### src/rtl/avalon_copy_master_if.sv
// Avalon-MM bus bundle between the copy engine (master) and the interconnect (slave).
interface avalon_copy_master_if #(
    parameter int ADDR_W = 32
);
    logic [ADDR_W-1:0] addr;
    logic              read;
    logic              write;
    logic [3:0]        byte_en;
    logic [31:0]       writedata;
    logic [31:0]       readdata;
    logic              waitrequest;
    logic              readdatavalid;

    modport master (
        output addr, read, write, byte_en, writedata,
        input  readdata, waitrequest, readdatavalid
    );

    modport slave (
        input  addr, read, write, byte_en, writedata,
        output readdata, waitrequest, readdatavalid
    );
endinterface

### src/rtl/avalon_copy_master.sv
// Avalon-MM master copying WORD_COUNT 32-bit words from src to dst, one read then one write per word.
module avalon_copy_master #(
    parameter int ADDR_W  = 32,
    parameter int CNT_W   = 8,
    parameter int TIMEOUT = 1024
) (
    input  logic                 clk,
    input  logic                 rst,
    input  logic                 start,
    input  logic [ADDR_W-1:0]    src_addr,
    input  logic [ADDR_W-1:0]    dst_addr,
    input  logic [CNT_W-1:0]     word_count,
    output logic                 busy,
    output logic                 done,
    output logic                 error,
    avalon_copy_master_if.master avm
);
    localparam int WAIT_W = $clog2(TIMEOUT + 1);

    typedef enum logic [2:0] {IDLE, RD_REQ, RD_WAIT, WR_REQ, FIN} state_t;

    state_t            state;
    state_t            state_next;
    logic [ADDR_W-1:0] src_ptr;
    logic [ADDR_W-1:0] dst_ptr;
    logic [CNT_W-1:0]  remaining;
    logic [31:0]       data_reg;
    logic [WAIT_W-1:0] wait_cnt;
    logic              timeout_hit;
    logic              abort;

    assign timeout_hit = (wait_cnt == WAIT_W'(TIMEOUT - 1));

    always_ff @(posedge clk or posedge rst) begin
        if (rst) begin
            state <= IDLE;
        end else begin
            state <= state_next;
        end
    end

    // Completing a handshake takes priority over a timeout landing in the same cycle.
    always_comb begin
        state_next    = state;
        abort         = 1'b0;
        busy          = 1'b0;
        done          = 1'b0;
        avm.read      = 1'b0;
        avm.write     = 1'b0;
        avm.addr      = '0;
        avm.byte_en   = 4'b0000;
        avm.writedata = data_reg;
        unique case (state)
            IDLE: begin
                if (start) begin
                    state_next = (word_count == '0) ? FIN : RD_REQ;
                end
            end
            RD_REQ: begin
                busy        = 1'b1;
                avm.read    = 1'b1;
                avm.addr    = src_ptr;
                avm.byte_en = 4'b1111;
                if (!avm.waitrequest) begin
                    state_next = RD_WAIT;
                end else if (timeout_hit) begin
                    state_next = FIN;
                    abort      = 1'b1;
                end
            end
            RD_WAIT: begin
                busy = 1'b1;
                if (avm.readdatavalid) begin
                    state_next = WR_REQ;
                end else if (timeout_hit) begin
                    state_next = FIN;
                    abort      = 1'b1;
                end
            end
            WR_REQ: begin
                busy        = 1'b1;
                avm.write   = 1'b1;
                avm.addr    = dst_ptr;
                avm.byte_en = 4'b1111;
                if (!avm.waitrequest) begin
                    state_next = (remaining == CNT_W'(1)) ? FIN : RD_REQ;
                end else if (timeout_hit) begin
                    state_next = FIN;
                    abort      = 1'b1;
                end
            end
            FIN: begin
                done       = 1'b1;
                state_next = IDLE;
            end
            default: begin
                state_next = IDLE;
            end
        endcase
    end

    // The wait counter restarts whenever the state changes, so each wait state gets its own budget.
    always_ff @(posedge clk or posedge rst) begin
        if (rst) begin
            src_ptr   <= '0;
            dst_ptr   <= '0;
            remaining <= '0;
            data_reg  <= '0;
            wait_cnt  <= '0;
            error     <= 1'b0;
        end else begin
            if (state_next != state || !busy) begin
                wait_cnt <= '0;
            end else begin
                wait_cnt <= wait_cnt + WAIT_W'(1);
            end
            if (abort) begin
                error <= 1'b1;
            end
            unique case (state)
                IDLE: begin
                    if (start) begin
                        src_ptr   <= src_addr & ~ADDR_W'(3);
                        dst_ptr   <= dst_addr & ~ADDR_W'(3);
                        remaining <= word_count;
                        error     <= 1'b0;
                    end
                end
                RD_WAIT: begin
                    if (avm.readdatavalid) begin
                        data_reg <= avm.readdata;
                    end
                end
                WR_REQ: begin
                    if (!avm.waitrequest) begin
                        src_ptr   <= src_ptr + ADDR_W'(4);
                        dst_ptr   <= dst_ptr + ADDR_W'(4);
                        remaining <= remaining - CNT_W'(1);
                    end
                end
                default: begin
                end
            endcase
        end
    end
endmodule

### src/flat_wrapper.sv
// flat-port wrapper written by rule: the top's interface ports become plain ports
module avalon_copy_master_flat 
#(
    parameter int ADDR_W  = 32,
    parameter int CNT_W   = 8,
    parameter int TIMEOUT = 1024
)
  (clk, rst, start, src_addr, dst_addr, word_count, busy, done, error, avm_addr, avm_read, avm_write, avm_byte_en, avm_writedata, avm_readdata, avm_waitrequest, avm_readdatavalid);
  avalon_copy_master_if #(.ADDR_W(ADDR_W)) avm_i ();
  input  logic clk;
  input  logic rst;
  input  logic start;
  input  logic [ADDR_W-1:0] src_addr;
  input  logic [ADDR_W-1:0] dst_addr;
  input  logic [CNT_W-1:0] word_count;
  output logic busy;
  output logic done;
  output logic error;
  output wire logic [$bits(avm_i.addr)-1:0] avm_addr;
  output wire logic [$bits(avm_i.read)-1:0] avm_read;
  output wire logic [$bits(avm_i.write)-1:0] avm_write;
  output wire logic [$bits(avm_i.byte_en)-1:0] avm_byte_en;
  output wire logic [$bits(avm_i.writedata)-1:0] avm_writedata;
  input wire logic [$bits(avm_i.readdata)-1:0] avm_readdata;
  input wire logic [$bits(avm_i.waitrequest)-1:0] avm_waitrequest;
  input wire logic [$bits(avm_i.readdatavalid)-1:0] avm_readdatavalid;
  assign avm_addr = avm_i.addr;
  assign avm_read = avm_i.read;
  assign avm_write = avm_i.write;
  assign avm_byte_en = avm_i.byte_en;
  assign avm_writedata = avm_i.writedata;
  assign avm_i.readdata = avm_readdata;
  assign avm_i.waitrequest = avm_waitrequest;
  assign avm_i.readdatavalid = avm_readdatavalid;
  avalon_copy_master #(.ADDR_W(ADDR_W), .CNT_W(CNT_W), .TIMEOUT(TIMEOUT)) u_core (.clk(clk), .rst(rst), .start(start), .src_addr(src_addr), .dst_addr(dst_addr), .word_count(word_count), .busy(busy), .done(done), .error(error), .avm(avm_i));
endmodule
### config.mk
export PLATFORM = sky130hd
export DESIGN_NAME = avalon_copy_master_flat
export DESIGN_NICKNAME = d
export VERILOG_FILES = /design/src/rtl/avalon_copy_master_if.sv /design/src/rtl/avalon_copy_master.sv /design/src/flat_wrapper.sv
export SDC_FILE = /design/constraint.sdc
export NUM_CORES = 1
export LEC_CHECK = 0
export ABC_CLOCK_PERIOD_IN_PS = 10700
export CAP_MARGIN = 20
export CORE_MARGIN = 4
export CORE_UTILIZATION = 50
export CTS_CLUSTER_SIZE = 14
export DETAILED_ROUTE_END_ITERATION = 8
export GPL_TIMING_DRIVEN = 1
export PLACE_DENSITY = 0.82
export SLEW_MARGIN = 15
export SYNTH_ARGS = -nofsm -noshare
export SYNTH_HDL_FRONTEND = slang
export SYNTH_SLANG_ARGS = --single-unit
### constraint.sdc
create_clock -name clk -period 10.7 [get_ports clk]
set_input_delay 1.07 -clock clk [delete_from_list [all_inputs] [get_ports clk]]
set_output_delay 1.07 -clock clk [all_outputs]
set_load 0.05 [all_outputs]
# Word level (Yosys, flattened, before mapping)
# Index checks and enable logic that the tools add are counted.
# Widths: inputs -> output; s select.
[classes]
order_cmp = 0
bitwise_logic = 0
n_eq_ne = 9
add_sub_neg = 4
multipliers = 0
reduce_logical = 9
n_div = 0
shifts = 0
muxes = 31
[op_table]
columns = ["operator", "count"]
rows = [
  ["$pmux 32 s2", 3],
  ["$mux 32", 4],
  ["$add 32x3->32 const B", 2],
  ["$mux 3", 7],
  ["$mux 8", 2],
  ["$pmux 8 s2", 1],
  ["$pmux 3 s4", 1],
  ["$add 11x1->11 const B", 1],
  ["$eq 11x10->1 const B", 1],
  ["$mux 11", 1],
  ["$mux 1", 10],
  ["$eq 8x1->1 const B", 1],
  ["$logic_not 8->1", 1],
  ["$sub 8x1->8 const B", 1],
  ["$eq 3x2->1 const B", 2],
  ["$mux 4", 1],
  ["$ne 2x2->1 const B", 2],
  ["$eq 3x1->1 const B", 1],
  ["$eq 3x3->1 const B", 1],
  ["$logic_not 3->1", 1],
  ["$ne 3x3->1", 1],
  ["$reduce_and 3->1", 1],
  ["$reduce_or 3->1", 1],
  ["$pmux 1 s2", 1],
  ["other kinds (5)", 5],
]
[word_totals]
output_inout_bits = 73
regBits = 119
memories = 0
latchBits = 0
romBits = 0
word_cells = 60
ram_bits = 0

# Longest topological paths before layout
# Gate-level depths: netlist (run 1).
[logic_depth]
word_depth = 7
depth_mapped = 9
ltp_nobuf = 6

# Least setup slack after synthesis (run 1)
# No wires, ideal clock.
[synth_timing]
path_type = "flip-flop to output port"
start = "register u_core.state[1]"
end = "output avm_addr[14]"
path_slack_ns = 7.750
t_required_ns = 9.630
t_arrival_ns = 1.880
stages_incl_launch_ff = 5
cell_sequence = "dfrtp_1 > buf_2 > buf_1 > mux2i_1 > nor2_1"
[synth_between]
elab_chain_len = 2
elab_cells_between_ends = 3
[synth_lines]
columns = ["item", "line", "source"]
rows = [
  ["start: declaration", "avalon_copy_master.sv:22", "state_t state;"],
  ["start signal: assignment", "avalon_copy_master.sv:38", "state <= state_next;"],
  ["$eq 3x2->1 or $eq 3x1->1 (tied branches)", "avalon_copy_master.sv:53", "unique case (state)"],
  ["$pmux 32 s2 *", "avalon_copy_master.sv:53", ""],
  ["end: declaration", "flat_wrapper.sv:19", "output wire logic [$bits(avm_i.addr)-1:0] avm_addr;"],
]
# Every way passes the cells marked *; elsewhere a longest branch is shown, timed or not.

# Final worst setup path (run 1)
[layout_timing]
start = "register u_core.state[0]"
end = "output avm_addr[7]"
# The elaborated chain is that of the path after synthesis.

==> impl_results.md, run 1 <==
* Status: complete, no violations
* Number of cells on the worst hold path at 1
* Most frequent cell after synthesis: dfrtp_1
* Synth Cell Area at just under 7000 um2
* Seq pwr share at between 20 and 30%
* Post-synth top area share at a little over two fifths
* Static Leak at around 0.0038 uW
* Cells after Synth at approximately 780
* Hold Path Sink: u_core.wait_cnt[0]$_DFF_PP0_
* CP Launch Type: flop
* Clock power frac at 17.0%
* Fill cells at between 1000 and 1500
* Slew headroom at 26.8%
* Syn_area_per_cell at 8.84 um2
* Worst setup path class: flop to output pin
* Chip width at around 130 um
* Sequential fraction of the synthesis area at a little over two fifths
* Gr ovfl total at 0
* Io pins at around 180
* Fin Setup TNS at 0 ns
* Nets at 1036
* Largest net degree at the start of global routing at between 100 and 150
* Ys Warns at 0
* Fin. Hold Viols at 0
* Top cells by count, synth: 115 x dfrtp_1, 114 x nor2_1, 66 x nand2_1, 62 x a21oi_1, 44 x nand3_1
* Max Cap Viol at 0
* Post-Route WL at between 20000 and 25000 um
* Number of enable flip-flop cells after synthesis at 0
* DR pass1 iterations at 6
* Gpl congestion at roughly 0.9
* Critical-path cell list: nand2b_1 > buf_4 > nor2_1 > clkdlybuf4s50_1
* Worst min-delay path class: flop to flop
* TritonCTS Sinks at 115
* Max stage delay on crit path at approximately 0.85 ns
* Seq cells post-synth at between 100 and 150
* Core area at between 10000 and 15000 um2
* Fmax at between 200 and 300 MHz
* Vias per std cell at between 6 and 7
* Fin util at between 60% and 70%
* RR Startpoint: u_core.state[1]$_DFF_PP0_
* Initial drt markers at just under 900
* R2R setup slack at between 7 and 8 ns
* Postcts setup bufs at 0
* Slowest-stage cell, CP: clkdlybuf4s50_1
* Worst-Skew Late Latency at 0.42 ns
* Avg WL per Cell at between 15 and 20 um
* CP endpoint kind: output pin
* Root Driver: clkbuf_16
* Die height at about 130 um
* Area Overhead vs Synth at 34.4%
* Clk slew on worst S/H paths at ~0.06 ns
* Unrepaired setup endpoints after global routing: false
* Worst R2R Path Depth at 6
* Final period demand of the worst path at around 3.9 ns
* DRC viols at 0
* Crit Reg-Reg Endpoint: u_core.dst_ptr[29]$_DFFE_PP0P_
* Maximum VDD drop at roughly 0.27 mV
* Slew at the pin with the worst max-slew slack at roughly 1.1 ns
* Gate power share at between 50% and 60%
* Via count at just under 7000
* CTS H-tree depth at 4
* Switch share at around half
* Post-DP HPWL at about 14000 um
* Tcrit/Tclk final at 36.2%
* First-pass GRT wire length at approximately 33000 um
* Psw at approximately 1600 uW
* CTS tree: yes
* Tot GR Track Use at roughly a quarter
* Port Buf Inserts at roughly 180
* Crit Path Max Fanout at 21
* Post-CTS resize count at 0
* Yosys top cell by area: dfrtp_1
* Initial Util at around 51%
* Hold_sp: u_core.wait_cnt[0]$_DFF_PP0_
* Post-synthesis async set-or-reset flop share at 100%
* Vias in the first global route at between 6000 and 7000
* FP Rows at 42
* Endpoints failing setup at 0
* Clock skew at 0.00972 ns
* Clock tree buffer depth at 2
* Ranking of synthesized cells by area: dfrtp_1 42%, nor2_1 6.2%, mux2i_1 5.4%, mux2_2 5.2%, a21oi_1 4.5%
* Distinct cells, synth at 66
* Antenna violations before repair at 0
* Top_reg_cell synth: dfrtp_1
* Post-CTS Hold Buffers at 0
* Internal power at around 1600 uW
* Die area at between 15000 and 20000 um2
* Number of CTS-inserted buffers at 17
* Number of routed nets with antenna violations at 0
* Max Transition Viols Final at 0
* Arr. time, crit path at 2.80 ns
* Power per cell area at around 350 nW/um2
* Share of cells above drive strength 1 at about a tenth
* # diodes at 0
* Worst Path Required at roughly 9.6 ns
how the worst max path moves through the flow:
stage,start,to,slack [ns],depth (start not counted)
floorplan,rst,u_core.avm.writedata[0]$_DFFE_PP0P_,6.59,1
global placement,start,u_core.dst_ptr[29]$_DFFE_PP0P_,7.06,7
finish,u_core.state[0]$_DFF_PP0_,avm_addr[7],6.83,4
CTS,u_core.state[0]$_DFF_PP0_,avm_addr[7],6.83,4
detailed placement,start,u_core.dst_ptr[8]$_DFFE_PP0P_,7.05,7
global route,u_core.state[0]$_DFF_PP0_,avm_addr[7],6.72,4
metrics by stage:
stage          cells  hold slack, ns  area [um2]  power [uW]  worst slack, ns
2_1_floorplan    779           0.433        6880        2150             6.59
3_3_place_gp    1078           0.449        8650        2670             7.06
3_5_place_dp    1078           0.458        8650        2700             7.05
4_1_cts         1110           0.467        9230        3270             6.83
5_1_grt         1111           0.491        9240        3450             6.72
6_report        1111           0.468        9240        3280             6.83
layer usage:
| layer | share of wire, % | GRT usage (%) | routed length (um) |
|---|---|---|---|
| met3 | 9.2 | 7.80 | 1890 |
| met1 | 40 | 32.7 | 8220 |
| met2 | 49 | 42.1 | 10000 |
| met4 | 2.0 | 7.84 | 403 |
| met5 | 0 | 0 | 0 |
state kept, by name (all words and copies together) (netlist names):
name / flops
u_core.src_ptr: 30
u_core.dst_ptr: 30
u_core.wait_cnt: 11
u_core.remaining: 8
u_core.error: 1
u_core.state: 3
u_core.avm.writedata: 32
power groups by stage:
stage	Combinational, uW	Clock [uW]	Sequential [uW]
floorplan	1130	0	1010
global placement	1770	0	897
detailed placement	1800	0	907
CTS	1800	560	902
global route	1930	581	942
finish	1810	555	913
logic make-up (layout without fill, tap and decap cells):
kind of cell	count (synthesis)	after routing	synth area share, %
muxes	69	69	10.6
other	1	2	0.0546
buffers and inverters	72	228	4.68
and+or+nand+nor	330	330	24.5
adders and majority gates	5	5	0.910
DFF	115	115	41.9
AOI/OAI and AO/OA	178	178	16.4
xor gates and xnor gates	8	8	1.02
cell type report:
cell class	instances	area, um2	share of cell area [%]
clock inverters	15	146	1.58
multi-input cells	592	3690	40.0
inverters	12	47.5	0.515
repair buffers	184	1820	19.7
well taps	176	220	2.38
clock buffers	17	425	4.61
flip-flops and latches	115	2880	31.2
layout by cell type (no fill, tap or decap), types with 8 or more instances in the layout:
cell type	instances
a21oi_1	62
a2bb2oi_1	9
a31oi_1	9
and3_1	16
buf_4	8
clkbuf_16	17
clkdlybuf4s50_1	175
dfrtp_1	114
inv_1	10
inv_6	8
mux2_2	32
mux2i_1	37
nand2_1	66
nand3_1	44
nand4_1	19
nor2_1	113
nor3_1	18
nor4_1	10
o21ai_0	36
o22a_1	9
o22ai_1	14
worst max-delay path, delay by kind of cell (launching register included):
kind,cells,cell delay (ns)
AND/OR/NAND/NOR,2,0.57
buffers and inverters,2,1.19
flip-flops,1,0.61
No activity file was read; power rests on OpenSTA's default activity.
==> run 2, diff against run 1 <==
--- a/config.mk
+++ b/config.mk
@@ -5,14 +5,14 @@
 export SDC_FILE = /design/constraint.sdc
 export NUM_CORES = 1
 export LEC_CHECK = 0
-export ABC_CLOCK_PERIOD_IN_PS = 10700
+export ABC_CLOCK_PERIOD_IN_PS = 3500
 export CAP_MARGIN = 20
 export CORE_MARGIN = 4
-export CORE_UTILIZATION = 50
+export CORE_UTILIZATION = 45
 export CTS_CLUSTER_SIZE = 14
 export DETAILED_ROUTE_END_ITERATION = 8
 export GPL_TIMING_DRIVEN = 1
-export PLACE_DENSITY = 0.82
+export PLACE_DENSITY = 0.78
 export SLEW_MARGIN = 15
 export SYNTH_ARGS = -nofsm -noshare
 export SYNTH_HDL_FRONTEND = slang
==> constraint.sdc (replaced) <==
create_clock -name clk -period 3.5 [get_ports clk]
set_input_delay 0.35 -clock clk [delete_from_list [all_inputs] [get_ports clk]]
set_output_delay 0.35 -clock clk [all_outputs]
set_load 0.05 [all_outputs]
==> impl_results.md, run 2 (synthesized netlist as in run 1, its figures left out) <==
* Max Transition Viols Final at 0 (unchanged)
* # diodes at 0 (unchanged)
* Chip width at 132 um (+5.1%)
* Antenna violations before repair at 0 (unchanged)
* Status: complete, no violations
* Static Leak at 0.00383 uW (+1.8%)
* Tot GR Track Use at 23.8% (-1.8 points)
* Fin Setup TNS at 0 ns (unchanged)
* Met3 usage in global routing at 6.04% (-1.8 points)
* Final period demand of the worst path at about 3.2 ns
* First-pass GRT wire length at 33900 um (+3.7%)
* GR peak layer: met2
* Number of flip-flops in the largest register at 32 (unchanged)
* Post-DP HPWL at 14500 um (+3.6%)
* Slew headroom at 33.0% (+6.2 points)
* Fin. Hold Viols at 0 (unchanged)
* CTS H-tree depth at 4 (unchanged)
* Postcts setup bufs at 0 (unchanged)
* TritonCTS Sinks at 115 (unchanged)
* Max Cap Viol at 0 (unchanged)
* Vias per std cell at 5.93 (-2.3%)
* Fin util at 63.6% (-5.6 points)
* Met2 usage at 39.5% (-2.6 points)
* M1 GR Usage at 29.7% (-3.0 points)
* CP endpoint kind: output pin
* DR pass1 iterations at 5 (-1)
* Number of CTS-inserted buffers at 17 (unchanged)
* Vias in the first global route at 6667 (+3.8%)
* Root Driver: clkbuf_16
* Io pins at 182 (unchanged)
* Gr ovfl total at 0 (unchanged)
* Tcrit/Tclk final at 92.3%
* Most common cell after layout, fill and taps aside: clkdlybuf4s50_1
* CP Launch Type: flop
* Die area at 17300 um2 (+10%)
* Total power at 10200 uW (+210%)
* Placed Area at 8750 um2 (+1.2%)
* Share of cells above drive strength 1 at 10.6% (+0.75 points)
* Arr. time, crit path at 2.88 ns (+0.08 ns)
* Slew at the pin with the worst max-slew slack at 0.996 ns (-0.102 ns)
* Most frequent cells in the layout: 174 x clkdlybuf4s50_1, 114 x dfrtp_1, 113 x nor2_1
* Gpl congestion at 0.914 (+1.0%)
* Nets at 1045 (+0.87%)
* Number of routed nets with antenna violations at 0 (unchanged)
* Via count at 6687 (-0.80%)
* Core area at 14800 um2 (+11%)
* DRC viols at 0 (unchanged)
* Post-CTS resize count at 0 (unchanged)
* Clk slew on worst S/H paths at 0.06 ns (about the same)
* Worst setup path class: flop to output pin
* Initial Util at 46.6% (-4.9 points)
* Worst-Skew Late Latency at 0.42 ns (about the same)
* Design Area, Final at 9380 um2 (+1.5%)
* Power per cell area at 1090 nW/um2 (+210%)
* Unrepaired setup endpoints after global routing: false
* Initial drt markers at 722 (-17%)
* Post-Route WL at 20800 um (+1.4%)
* Largest net degree at the start of global routing at 89 (-18%)
* FP Rows at 44 (+4.8%)
* Clock skew at 0.00756 ns (-0.00216 ns)
* Non-filler cells, final at 1128 (+1.5%)
* Maximum VDD drop at 0.769 mV (+190%)
* Crit Path Max Fanout at 18 (-14%)
* Worst Path Required at 3.15 ns (-6.48 ns)
* Port Buf Inserts at 175 (unchanged)
* Worst min-delay path class: primary input to asynchronous set/reset pin
* Cells after DPL at 1095 (+1.6%)
* CTS tree: yes
* Endpoints failing setup at 0 (unchanged)
* Area Overhead vs Synth at 36.4%
* Fmax at slightly above 300 MHz
* Clock tree buffer depth at 2 (unchanged)
* Post-CTS Hold Buffers at 0 (unchanged)
* Avg WL per Cell at 18.5 um (-0.12%)
* Die height at 132 um (+5.1%)
==> run 2: worst max-delay path, stage by stage (launching register included) <==
cell and delay [ns]:
dfrtp_1 0.61, nand2b_1 0.53, buf_4 0.39, nor2_1 0.12
clkdlybuf4s50_1 0.81
==> run 2: layout make-up <==
| class | count | area (um2) |
|---|---|---|
| Timing Repair Buffer | 193 | 1920 |
| Multi-Input combinational cell | 592 | 3690 |
| Inverter | 12 | 47.5 |
| Sequential cell | 115 | 2880 |
| Clock buffer | 19 | 433 |
| Tap cell | 184 | 230 |
| Fill cell | 1260 | 5380 |
| Clock inverter | 13 | 171 |
==> run 2: report_power, final <==
group          switching, uW  total [uW]  internal, uW
logic                   3560        5650          2090
registers                784        2730          1950
clock network            669        1800          1130
==> run 2: metrics by stage <==
stage | setup WS, ns | hold WS, ns
global route | 0.156 | 0.317
global placement | 0.734 | 0.450
detailed placement | 0.705 | 0.466
finish | 0.270 | 0.284
floorplan | 0.106 | 0.433
CTS | 0.270 | 0.297
==> run 2: per-layer routing <==
layer	share of wire (%)	wire, um	up-vias
met2	48	10100	274
met4	3.2	664	0
met5	0	0	-
met1	42	8690	3213
li1	-	-	3150
met3	6.9	1440	50
==> run 2: final timing paths <==
kind / startpoint / slack (ns) / end / depth (start not counted)
worst max-delay path: u_core.state[0]$_DFF_PP0_ / 0.27 / avm_addr[17] / 4
worst min-delay path: rst / 0.28 / u_core.src_ptr[2]$_DFFE_PP0P_ / 2
worst max register to register: u_core.state[1]$_DFF_PP0_ / 0.98 / u_core.remaining[0]$_DFFE_PP0P_ / 7
worst min register to register: u_core.wait_cnt[0]$_DFF_PP0_ / 0.47 / u_core.wait_cnt[0]$_DFF_PP0_ / 1
max in group asynchronous: rst / 2.38 / u_core.state[1]$_DFF_PP0_ / 3
min in group clk: u_core.wait_cnt[0]$_DFF_PP0_ / 0.47 / u_core.wait_cnt[0]$_DFF_PP0_ / 1
==> run 3, diff against run 2 <==
--- a/config.mk
+++ b/config.mk
@@ -7,7 +7,6 @@
 export LEC_CHECK = 0
 export ABC_CLOCK_PERIOD_IN_PS = 3500
 export CAP_MARGIN = 20
-export CORE_MARGIN = 4
 export CORE_UTILIZATION = 45
 export CTS_CLUSTER_SIZE = 14
 export DETAILED_ROUTE_END_ITERATION = 8
==> impl_results.md, run 3 (synthesized netlist as in run 1, its figures left out) <==
* Endpoints failing setup at 0 (unchanged)
* Die height at 126 um (-4.6%)
* Tcrit/Tclk final at 91.8% (-0.45 points)
* Fmax at 311 MHz (+0.49%)
* Worst Path Required at 3.15 ns (about the same)
* Gate power share at 56.2% (+0.7 points)
* Fin. Hold Viols at 0 (unchanged)
* Nets at 1044 (-0.096%)
* Max Transition Viols Final at 0 (unchanged)
* Worst setup path class: flop to output pin
* Initial Util at 46.8% (+0.17 points)
* Crit Reg-Reg Endpoint: u_core.dst_ptr[19]$_DFFE_PP0P_
* Number of routed nets with antenna violations at 0 (unchanged)
* Post-CTS resize count at 0 (unchanged)
* Slew at the pin with the worst max-slew slack at 1.01 ns (+0.0136 ns)
* Gpl congestion at 0.892 (-2.4%)
* Max Cap Viol at 0 (unchanged)
* Arr. time, crit path at 2.86 ns (-0.02 ns)
* Slew headroom at 32.1% (-0.91 points)
* FP Rows at 44 (unchanged)
* Slowest-stage cell, CP: clkdlybuf4s50_1
* Io pins at 182 (unchanged)
* Clock tree buffer depth at 2 (unchanged)
* Number of flip-flops in the largest register at 32 (unchanged)
* Worst R2R Path Depth at 5 (-2)
* # diodes at 0 (unchanged)
* Crit Path Max Fanout at 18 (unchanged)
* Clock power frac at 16.1% (-1.6 points)
* Initial drt markers at 762 (+5.5%)
* Max stage delay on crit path at 0.83 ns (+0.02 ns)
* Largest net degree at the start of global routing at 73 (-18%)
* Core area at 14700 um2 (-0.37%)
* Vias per std cell at 5.97 (+0.73%)
* Status: finished with violations
* Largest delay contributor family on the critical path: buffers and inverters
* DRC viols at 9 (+9)
* R2R setup slack at 0.94 ns (-0.04 ns)
* CTS H-tree depth at 4 (unchanged)
* Pre-CTS WS at 0.742 ns (+0.0369 ns)
* Antenna violations before repair at 0 (unchanged)
* TritonCTS Sinks at 115 (unchanged)
* CP Launch Type: flop
* Postcts setup bufs at 0 (unchanged)
* Worst path bufs/invs at 2 (unchanged)
* Avg WL per Cell at 18.3 um (-0.77%)
* Internal power at 4970 uW (-3.8%)
* Port Buf Inserts at 175 (unchanged)
* Die area at 15800 um2 (-8.9%)
* Area Overhead vs Synth at 35.7%
* Power per cell area at 1070 nW/um2 (-1.3%)
* Fin util at 63.4% (-0.12 points)
* Most common cell after layout, fill and taps aside: clkdlybuf4s50_1
* DR pass1 iterations at 7 (+2)
* Worst-Skew Late Latency at 0.43 ns (about the same)
* Clk slew on worst S/H paths at 0.06 ns (about the same)
* Post-CTS Hold Buffers at 0 (unchanged)
* Psw at 5020 uW (+0.10%)
* Root Driver: clkbuf_16
* Gr ovfl total at 0 (unchanged)
* Switch share at 50.3% (+0.99 points)
* Via count at 6730 (+0.64%)
* Fill cells at 1188 (-5.7%)
* Violated checks: DRC
* Post-Route WL at 20700 um (-0.86%)
* CP endpoint kind: output pin
* Area of the multi-input gates at 3690 um2 (unchanged)
* Hold slack at 0.366 ns (+0.0821 ns)
* Setup ws final at 0.286 ns (+0.0158 ns)
* RR Startpoint: u_core.state[1]$_DFF_PP0_
* Tot GR Track Use at 27.0% (+3.1 points)
* Final period demand of the worst path at 3.21 ns (-0.0158 ns)
* Most frequent cells in the layout: 174 x clkdlybuf4s50_1, 114 x dfrtp_1, 113 x nor2_1
* CTS tree: yes
* Seq pwr share at 27.7% (+0.9 points)
* Critical-path cell list: nand2b_1 > buf_4 > nor2_1 > clkdlybuf4s50_1
* Chip width at 126 um (-4.6%)
* Fin Setup TNS at 0 ns (unchanged)
* Share of cells above drive strength 1 at 10.7% (+0.12 points)
* Maximum VDD drop at 0.699 mV (-9.1%)
* Vias in the first global route at 6585 (-1.2%)
* Post-DP HPWL at 14300 um (-1.6%)
* Number of CTS-inserted buffers at 17 (unchanged)
* Clock skew at 0.00666 ns (-0.000901 ns)
* Static Leak at 0.00380 uW (-0.68%)
* Unrepaired setup endpoints after global routing: false
* Register area at 2880 um2 (unchanged)
* Worst min-delay path class: primary input to asynchronous set/reset pin
* First-pass GRT wire length at 33400 um (-1.3%)
run 3: cell types whose count changed in the layout (fill, tap and decap cells not counted), sizes merged:
cell,change
clkinv,+5
bufinv,-3
inv,-2
buf,-1
clkbuf,-1
clkinvlp,+1
run 3: worst max path at each step:
stage | from | endpoint | slack (ns) | cells past startpoint
finish | u_core.state[0]$_DFF_PP0_ | avm_addr[26] | 0.29 | 4
floorplan | rst | u_core.avm.writedata[0]$_DFFE_PP0P_ | 0.11 | 1
detailed placement | u_core.state[0]$_DFF_PP0_ | avm_addr[26] | 0.74 | 4
global route | u_core.state[0]$_DFF_PP0_ | avm_addr[26] | 0.11 | 4
CTS | u_core.state[0]$_DFF_PP0_ | avm_addr[26] | 0.29 | 4
global placement | u_core.state[0]$_DFF_PP0_ | avm_addr[18] | 0.81 | 4
run 3: layer usage:
layer  GRT usage [%]  up-vias  share of wire (%)
li1                -     3159                  -
met1            32.8     3232                 41
met2            43.9      290                 48
met3            8.94       49                8.4
met4            10.8        0                2.7
met5               0        -                  0
run 3: stage by stage:
| stage | area, um2 | std cells | total power (uW) |
|---|---|---|---|
| after floorplan | 6880 | 779 | 6570 |
| after global placement | 8780 | 1095 | 8250 |
| after detailed placement | 8780 | 1095 | 8340 |
| after CTS | 9330 | 1127 | 9980 |
| after global routing | 9330 | 1127 | 10600 |
| final | 9330 | 1127 | 9990 |
run 3: layout make-up:
cell class	instances	area share, %
Timing Repair Buffer	192	20.7
Inverter	12	0.510
Tap cell	184	2.47
Clock inverter	14	1.15
Multi-Input combinational cell	592	39.6
Clock buffer	18	4.71
Sequential cell	115	30.9
run 3: power by group through the flow:
stage / registers [uW] / clock network (uW) / logic (uW)
after global placement: 2730 / 0 / 5520
after detailed placement: 2750 / 0 / 5590
after floorplan: 3100 / 0 / 3470
after CTS: 2740 / 1620 / 5620
final: 2770 / 1610 / 5610
after global routing: 2870 / 1690 / 6000
run 3: worst reg2reg max path: cells and delay by family, from the launching register on:
family / cells / cell delay [ns]
buffers and inverters: 2 / 0.65
AND/OR/NAND/NOR: 1 / 0.32
flip-flops: 1 / 0.98
AO/OA/AOI/OAI: 2 / 0.49
